--- config.mk ---
export PLATFORM = sky130hd
export DESIGN_NAME = rf_write_ctrl
export DESIGN_NICKNAME = d
export VERILOG_FILES = /design/src/rtl/rf_write_ctrl.sv
export SDC_FILE = /design/constraint.sdc
export NUM_CORES = 1
export LEC_CHECK = 0
export BUFFER_PORTS_ARGS = -buffer_cell sky130_fd_sc_hd__buf_2
export CAP_MARGIN = 20
export CELL_PAD_IN_SITES_DETAIL_PLACEMENT = 0
export CELL_PAD_IN_SITES_GLOBAL_PLACEMENT = 2
export CORE_UTILIZATION = 23
export CTS_BUF_LIST = sky130_fd_sc_hd__clkbuf_8 sky130_fd_sc_hd__clkbuf_16
export CTS_CLUSTER_SIZE = 24
export DETAILED_ROUTE_END_ITERATION = 10
export PLACE_DENSITY = 0.86
export SYNTH_ARGS = -nofsm -noshare
export SYNTH_HDL_FRONTEND = slang
export SYNTH_SLANG_ARGS = --single-unit
--- constraint.sdc ---
create_clock -name clk -period 1.6 [get_ports clk]
set_input_delay 0.16 -clock clk [delete_from_list [all_inputs] [get_ports clk]]
set_output_delay 0.16 -clock clk [all_outputs]
set_load 0.05 [all_outputs]
--- src/rtl/rf_write_ctrl.sv ---
// ---------------------------------------------------------------------------
// rf_write_ctrl
//
// Register-file write-port controller. After reset it optionally zero-fills
// x1..x31 (one write per cycle), then arbitrates between two writeback
// requesters (A = ALU, B = load unit) onto the single register-file write
// port. Contention is resolved by a one-bit preference pointer that flips
// to the losing requester whenever both ask in the same cycle.
//
// Parameters
//   INIT_EN   : 1 = zero-fill x1..x31 after reset, 0 = go straight to RUN
//
// Ports
//   clk       : single clock, rising edge
//   rst       : asynchronous, active-low reset
//   a_valid   : ALU writeback request
//   a_addr    : ALU destination register
//   a_data    : ALU result
//   a_ready   : ALU request granted this cycle (combinational)
//   b_valid   : load-unit writeback request
//   b_addr    : load destination register
//   b_data    : load data
//   b_ready   : load request granted this cycle (combinational)
//   reg_write : register-file write enable (registered)
//   rd_addr   : register-file write address (registered)
//   rd_data   : register-file write data (registered)
//   init_done : zero-fill complete, arbitration active (registered)
// ---------------------------------------------------------------------------
module rf_write_ctrl #(
    parameter int unsigned INIT_EN = 1
) (
    input  logic        clk,
    input  logic        rst,
    input  logic        a_valid,
    input  logic [4:0]  a_addr,
    input  logic [31:0] a_data,
    output logic        a_ready,
    input  logic        b_valid,
    input  logic [4:0]  b_addr,
    input  logic [31:0] b_data,
    output logic        b_ready,
    output logic        reg_write,
    output logic [4:0]  rd_addr,
    output logic [31:0] rd_data,
    output logic        init_done
);

    typedef enum logic {
        ST_INIT = 1'b0,
        ST_RUN  = 1'b1
    } state_t;

    // Which requester wins a tie.
    localparam logic PREF_A = 1'b0;
    localparam logic PREF_B = 1'b1;

    localparam state_t     RESET_STATE = (INIT_EN != 0) ? ST_INIT : ST_RUN;
    localparam logic [4:0] FILL_FIRST  = 5'd1;
    localparam logic [4:0] FILL_LAST   = 5'd31;

    // Registered state
    state_t       state_r;
    logic [4:0]   cnt_r;
    logic         pref_r;
    logic         reg_write_r;
    logic [4:0]   rd_addr_r;
    logic [31:0]  rd_data_r;
    logic         init_done_r;

    // Next-state values
    state_t       state_s;
    logic [4:0]   cnt_s;
    logic         pref_s;
    logic         reg_write_s;
    logic [4:0]   rd_addr_s;
    logic [31:0]  rd_data_s;
    logic         init_done_s;

    // Arbitration signals
    logic         run_s;
    logic         a_ready_s;
    logic         b_ready_s;
    logic         a_acc_s;
    logic         b_acc_s;

    // Grant logic: readies are combinational so a request is accepted in
    // the cycle it is presented. rst is folded in so that with INIT_EN=0
    // (state already RUN during reset) nothing is granted while reset is held.
    always_comb begin
        run_s     = (state_r == ST_RUN) && rst;
        a_ready_s = run_s && (!b_valid || (pref_r == PREF_A));
        b_ready_s = run_s && (!a_valid || (pref_r == PREF_B));
        a_acc_s   = a_valid && a_ready_s;
        b_acc_s   = b_valid && b_ready_s;
    end

    // Next-state and next-output logic for the INIT/RUN machine.
    always_comb begin
        state_s     = state_r;
        cnt_s       = cnt_r;
        pref_s      = pref_r;
        reg_write_s = 1'b0;
        rd_addr_s   = rd_addr_r;
        rd_data_s   = rd_data_r;
        init_done_s = init_done_r;

        case (state_r)
            ST_INIT: begin
                reg_write_s = 1'b1;
                rd_addr_s   = cnt_r;
                rd_data_s   = 32'd0;
                if (cnt_r == FILL_LAST) begin
                    // Last fill write and init_done rise on the same edge.
                    state_s     = ST_RUN;
                    init_done_s = 1'b1;
                    cnt_s       = cnt_r;
                end else begin
                    cnt_s       = cnt_r + 5'd1;
                end
            end

            ST_RUN: begin
                init_done_s = 1'b1;
                if (a_acc_s) begin
                    // x0 is hard-wired zero: accept the request, drop the write.
                    reg_write_s = (a_addr != 5'd0);
                    rd_addr_s   = a_addr;
                    rd_data_s   = a_data;
                end else if (b_acc_s) begin
                    reg_write_s = (b_addr != 5'd0);
                    rd_addr_s   = b_addr;
                    rd_data_s   = b_data;
                end else begin
                    reg_write_s = 1'b0;
                end

                // On contention the loser becomes preferred next time.
                if (a_valid && b_valid) begin
                    pref_s = a_acc_s ? PREF_B : PREF_A;
                end else begin
                    pref_s = pref_r;
                end
            end

            default: begin
                state_s     = RESET_STATE;
                cnt_s       = FILL_FIRST;
                pref_s      = PREF_A;
                reg_write_s = 1'b0;
                rd_addr_s   = 5'd0;
                rd_data_s   = 32'd0;
                init_done_s = 1'b0;
            end
        endcase
    end

    // State and output registers with asynchronous active-low reset.
    always_ff @(posedge clk or negedge rst) begin
        if (!rst) begin
            state_r     <= RESET_STATE;
            cnt_r       <= FILL_FIRST;
            pref_r      <= PREF_A;
            reg_write_r <= 1'b0;
            rd_addr_r   <= 5'd0;
            rd_data_r   <= 32'd0;
            init_done_r <= 1'b0;
        end else begin
            state_r     <= state_s;
            cnt_r       <= cnt_s;
            pref_r      <= pref_s;
            reg_write_r <= reg_write_s;
            rd_addr_r   <= rd_addr_s;
            rd_data_r   <= rd_data_s;
            init_done_r <= init_done_s;
        end
    end

    assign a_ready   = a_ready_s;
    assign b_ready   = b_ready_s;
    assign reg_write = reg_write_r;
    assign rd_addr   = rd_addr_r;
    assign rd_data   = rd_data_r;
    assign init_done = init_done_r;

endmodule

==> impl_metrics.ini, run 1 <==
[run_status]
status = complete, no violations

[cts]
clk_root_buffer_cell = clkbuf_8
cts.sinks = 46
clk-insertion-delay-late_ns = 0.28
cts_buffers = 5
cts.clk_slew.worst_paths_ns = 0.08
ctsHtreeMaxLevel = 2
cts.path.max_buffers = 2
tritoncts = done

[synth]
synth.ff_latch_count = 46
syn_area_um2 = 2233
yosysSeqAreaShare_pct = 51.60
post_synth_xor_area_fraction_pct = 1.176
synth-async-reset-ratio_pct = 100.0
netlist_top_cells_count = dfrtp_1 (45), nand2_1 (38), o21ai_1 (36)
syn-instance-count = 214
synth.avg_cell_area_um2 = 10.44
synth_top_area_share_pct = 50.42
yosys.area_share.adder_pct = 1.120
synth.most_common_cell = dfrtp_1
synth_enable_flop_cells = 0
combinational_family_with_the_most_area_after_synthesis = multiplexers
count_of_synthesis_stage_warnings_from_yosys = 0
synth_compound_gate_area_share_pct = 13.84
synth_top_flop_cell = dfrtp_1
synth_simple_gate_area_share_pct = 11.54
synth_area_leader_cell = dfrtp_1
post_synth_mux_area_share_pct = 15.80
post_synth_main_area_contributors = dfrtp_1 (50%), mux2i_1 (15%), o21ai_1 (8.1%), nand2_1 (6.4%), buf_2 (1.3%)
count_of_different_cell_masters_after_synthesis = 34
synthesis.nets = 294

[detailed_routing]
remaining_design_rule_violation_count = 0
number_of_vias_after_detailed_routing = 1996
detailedRoute.firstIterationViolations = 27
wl_per_cell_um = 12.41
ant_nets = 0
post_drt_via_cell_ratio = 4.220
drt_first_pass_iters = 4
finalWirelength_mm = 5.868

[sta]
rsz0062_at_grt = false
finalHoldViolations = 0
layout_min_cycle_time_ns = 1.533
final.period_utilization_pct = 95.80
whs_ns = 0.1178
max_slew_violation_count = 0
worst_slew_margin_rel_pct = 70.47
finalClockSkew_ns = 0.004375
setup_viol_count_final = 0
timing.fmax_mhz = 652.4
worst-slew-pin-transition_ns = 0.4429

[critical_path]
worst_path_max_delay_cell = dfrtp_1
critical_path.most_common_cell = ha_2
cp.required_ns = 1.77
timing.setup.critical_path_class = reg -> reg
critical_path.max_fanout = 5
critPathCaptureType = flip-flop
worst_ep_arrival_time_ns = 1.71
cp_slowest_stage_delay_ns = 0.39
critical_path_cell_sequence = ha_2, and3_1, ha_2, nor2_4, mux2_2
startpoint_type = flip-flop

[min_path]
worst_hold_path_type = in -> async

[floorplanning]
chipHeight_um = 100.5
design.die.area_um2 = 10110
initial_cell_density_of_the_core_pct = 23.94
placement_rows = 35
num_ports = 119
design.core.area_um2 = 9328
die_width_um = 100.5

[global_route]
globalRouteMet1Util_pct = 13.86
met2_usage_in_global_routing_pct = 20.76
globalRoute.totalOverflow = 0
antenna_violations_before_repair = 0
gr-usage-all-layers_pct = 11.59
grt_first_pass_wirelength_mm = 9.163
grt_max_degree = 35
grt_busiest_layer = met2
grt_pass1_vias = 1924
globalRouteMet3Util_pct = 2.982

[power_and_ir_drop]
power_density_nw_per_um2 = 973.1
power.total_mw = 3.101
peakVddDrop_mv = 0.2902
p_leak_nw = 1.674

[placement]
place.port_buffers = 118
dp.final_hpwl_mm = 4.516
instance_area_after_placement_um2 = 3052
place.gp.congestion = 0.8014

[layout]
antennaDiodeCount = 0
flow.area_growth_from_synthesis_pct = 42.69
nets = 424
filler_cell_count = 1006
final_design_area_no_fill_um2 = 3187
layout-drive-gt1-share_pct = 44.48

[run]
max_cap_violations = 0
state kept, by name (all words and copies together), names as in the netlist:
| register | flops |
|---|---|
| reg_write | 1 |
| rd_addr | 5 |
| cnt_r | 5 |
| pref_r | 1 |
| init_done | 1 |
| state_r | 1 |
| rd_data | 32 |
final cells by class:
cell class              count  area (um^2)  area share, %
repair buffers            136        773.2          24.26
inverters                   4        15.01         0.4711
clock inverters             2        7.507         0.2356
multi-input cells         151         1007          31.61
flip-flops and latches     46         1154          36.20
well taps                 129        161.4          5.065
clock buffers               5        68.82          2.159
repair_timing:
| action | in CTS | in global routing |
|---|---|---|
| setup endpoints to repair | 5 | 5 |
| resized for setup | 3 | 3 |
| hold endpoints to repair | 1 | 0 |
| buffers inserted | 1 | 2 |
| hold buffers | 2 | 0 |
| pin swaps | 1 | 1 |
cells in the final DEF (no fill, tap or decap), drive strengths merged:
master,instances
clkbuf,7
a22oi,2
nor2,5
dlygate4sd3,2
mux2,2
inv,6
mux2i,33
o211ai,1
nand4,3
buf,132
xor2,1
or4,1
and3,2
nor2b,1
o21ai,42
nand2,39
o2bb2ai,2
nor4,1
dfstp,1
dfrtp,45
and2,1
nand3,4
xnor2,2
o221ai,3
ha,2
or3,1
a21oi,3
layer usage:
layer | vias to the layer above | share of wire, %
met5 | - | 0
met4 | 0 | 0.26
met3 | 2 | 6.1
met2 | 62 | 50
met1 | 919 | 43
li1 | 1013 | -
worst max-delay path: cells and delay by family, from the launching register on:
kind	cells	cell delay [ns]
adder cells (fa/ha/maj)	2	0.37
flip-flops	1	0.39
multiplexers	1	0.35
AND/OR/NAND/NOR	2	0.31
final timing paths:
path | startpoint | end | slack (ns) | cells after the start
min in group clk | a_data[7] | rd_data[7] | 0.14 | 3
worst min-delay path | rst | rd_data[0] | 0.12 | 2
max in group asynchronous | rst | cnt_r[0] | 0.78 | 3
worst max-delay path | cnt_r[1] | cnt_r[4] | 0.07 | 5
worst max register to register | cnt_r[1] | cnt_r[4] | 0.07 | 5
worst min register to register | rd_data[22] | rd_data[22] | 0.48 | 2
power by group:
group | total (mW) | internal [mW] | switching [mW] | leakage (nW)
registers | 1.37 | 1.30 | 0.0710 | 0.537
clock network | 0.645 | 0.289 | 0.357 | 0.0466
logic | 1.09 | 0.313 | 0.776 | 1.09
metrics by stage:
step	cells	setup WS, ns	TNS [ns]	utilization (%)
2_1_floorplan	214	0.008436	0	-
3_3_place_gp	461	-0.01380	-0.02628	32.72
3_5_place_dp	461	-0.08521	-0.1696	32.72
4_1_cts	471	0.002447	0	33.92
5_1_grt	473	0.01646	0	34.17
6_report	473	0.06727	0	34.17
kinds of logic (layout without fill, tap and decap cells):
| kind of cell | after synthesis | after routing |
|---|---|---|
| adders and majority gates | 2 | 2 |
| DFF | 46 | 46 |
| AOI/OAI and AO/OA | 53 | 53 |
| buffers and inverters | 17 | 147 |
| and+or+nand+nor | 58 | 58 |
| xor gates and xnor gates | 3 | 3 |
| muxes | 35 | 35 |
Power figures use the tool's default switching activity.
==> run 2: changes to the inputs <==
==> constraint.sdc (replaced) <==
create_clock -name clk -period 1.6 [get_ports clk]
set_input_delay 0.32 -clock clk [delete_from_list [all_inputs] [get_ports clk]]
set_output_delay 0.32 -clock clk [all_outputs]
set_load 0.05 [all_outputs]
==> run 2 against run 1 <==
  * Final area is 0.79% higher
  * Flip-flop and latch count unchanged
  * Clock skew about the same
  * Sequential power about the same
  * Non-clock buffer count is 2 lower
  * Critical path type unchanged
==> impl_metrics.ini, run 2 (same netlist as run 1, synthesis figures left out) <==
[run_status]
status = complete, no violations

[sta]
setup_viol_count_final = 0
final.period_utilization_pct = 96.07
finalClockSkew_ns = 0.004759
rsz0062_at_grt = false
timing.final.ws_setup_ns = 0.06295
worst-slew-pin-transition_ns = 0.5892
layout_min_cycle_time_ns = 1.537
worst_slew_margin_rel_pct = 60.72
finalHoldViolations = 0
max_slew_violation_count = 0
timing.fmax_mhz = 650.6

[critical_path]
worst_ep_arrival_time_ns = 1.72
ff2ff_path_depth = 5
startpoint_type = flip-flop
critical_path.max_fanout = 4
cp.required_ns = 1.78
critPathCaptureType = flip-flop
timing.setup.critical_path_class = reg -> reg

[cts]
cts.path.max_buffers = 2
tritoncts = done
cts.sinks = 46
clk_root_buffer_cell = clkbuf_8
ctsHtreeMaxLevel = 2
cts_buffers = 5
cts.clk_slew.worst_paths_ns = 0.08
cts.hold.buffers_added = 0
clk-insertion-delay-late_ns = 0.29

[global_route]
grt_max_degree = 45
antenna_violations_before_repair = 0
grt_first_pass_wirelength_mm = 9.225
globalRoute.totalOverflow = 0
grt_pass1_vias = 1918
gr-usage-all-layers_pct = 11.81

[layout]
layout-drive-gt1-share_pct = 45.48
layout.cells.most_common_list = buf_2 (116), dfrtp_1 (44), nand2_1 (38)
largest_register_ff_count = 32
utilization_pct = 34.43
antennaDiodeCount = 0
flow.area_growth_from_synthesis_pct = 43.81
nets = 422
layout.cells.most_common = buf_2

[floorplanning]
placement_rows = 35
design.die.area_um2 = 10110
initial_cell_density_of_the_core_pct = 23.94
chipHeight_um = 100.5
design.core.area_um2 = 9328
die_width_um = 100.5
num_ports = 119

[detailed_routing]
detailedRoute.firstIterationViolations = 33
ant_nets = 0
finalWirelength_mm = 6.084
post_drt_via_cell_ratio = 4.352
drt_first_pass_iters = 5
wl_per_cell_um = 12.89
number_of_vias_after_detailed_routing = 2054
remaining_design_rule_violation_count = 0

[min_path]
worst_hold_path_type = in -> async

[power_and_ir_drop]
p_seq_share_pct = 42.9
power.switching_fraction_pct = 38.59
power.combinational.fraction_pct = 34.5
internal-power_mw = 1.956
p_leak_nw = 1.680
power.switching_mw = 1.229
power_density_nw_per_um2 = 991.7
peakVddDrop_mv = 0.2986
clock_power_share_pct = 22.6

[run]
max_cap_violations = 0

[placement]
dp.final_hpwl_mm = 4.559
dp_worst_setup_slack_ns = -0.002630
place.port_buffers = 118
place.gp.congestion = 0.7356
[run 2: cell types whose count changed in the layout (fill, tap and decap cells not counted), sizes merged]
cell and delta:
inv -1, clkbuf -1, dlygate4sd3 -2, clkinv +1, buf +2
[run 2: repair_timing]
action | in CTS | in global routing
setup buffers | 0 | 2
endpoints found under the setup margin | 5 | 5
resized for setup | 4 | 4
pin swaps | 0 | 1
[run 2: area by class of cell]
cell class / count / area [um^2]
Clock inverter: 2 / 8.758
Multi-Input combinational cell: 151 / 1025
Timing Repair Buffer: 134 / 765.7
Tap cell: 129 / 161.4
Sequential cell: 46 / 1154
Inverter: 4 / 15.01
Clock buffer: 6 / 82.58
Fill cell: 986 / 6116
[run 2: worst paths after layout]
path / startpoint / to / slack (ns)
worst max-delay path: cnt_r[1] / cnt_r[1] / 0.06
worst min-delay path: rst / init_done / 0.10
worst max register to register: cnt_r[1] / cnt_r[1] / 0.06
worst min register to register: rd_data[25] / rd_data[25] / 0.48
max in group asynchronous: rst / state_r / 0.84
min in group clk: a_data[16] / rd_data[16] / 0.29
[run 2: per-layer routing]
| layer | GRT usage, % | routed length (um) | vias up |
|---|---|---|---|
| met5 | 0 | 0 | - |
| met4 | 2.676 | 24 | 0 |
| met3 | 2.705 | 325 | 2 |
| met2 | 20.81 | 3059 | 63 |
| met1 | 14.64 | 2674 | 980 |
| li1 | - | - | 1009 |
[run 2: per-stage QoR]
stage	hold WS (ns)	area (um^2)	cells	total power, mW	setup TNS, ns
detailed placement	0.4101	3077	462	2.501	-0.002630
floorplan	0.02441	2247	214	2.135	-0.05734
global route	0.1105	3212	472	3.378	0
CTS	0.08998	3179	470	3.254	0
finish	0.1042	3212	472	3.185	0
global placement	0.4059	3077	462	2.486	0
[run 2: power groups by stage]
| stage | registers, mW | logic [mW] | clock network [mW] |
|---|---|---|---|
| floorplan | 1.85 | 0.281 | 0 |
| global placement | 1.39 | 1.10 | 0 |
| detailed placement | 1.39 | 1.11 | 0 |
| CTS | 1.37 | 1.11 | 0.772 |
| global route | 1.39 | 1.17 | 0.820 |
| finish | 1.36 | 1.10 | 0.721 |
[run 2: critical path, stage by stage, from the launching register on]
cell and delay (ns):
dfrtp_1 0.39, ha_2 0.18, and3_1 0.21, ha_4 0.17, nor2_4 0.14, mux2_2 0.34
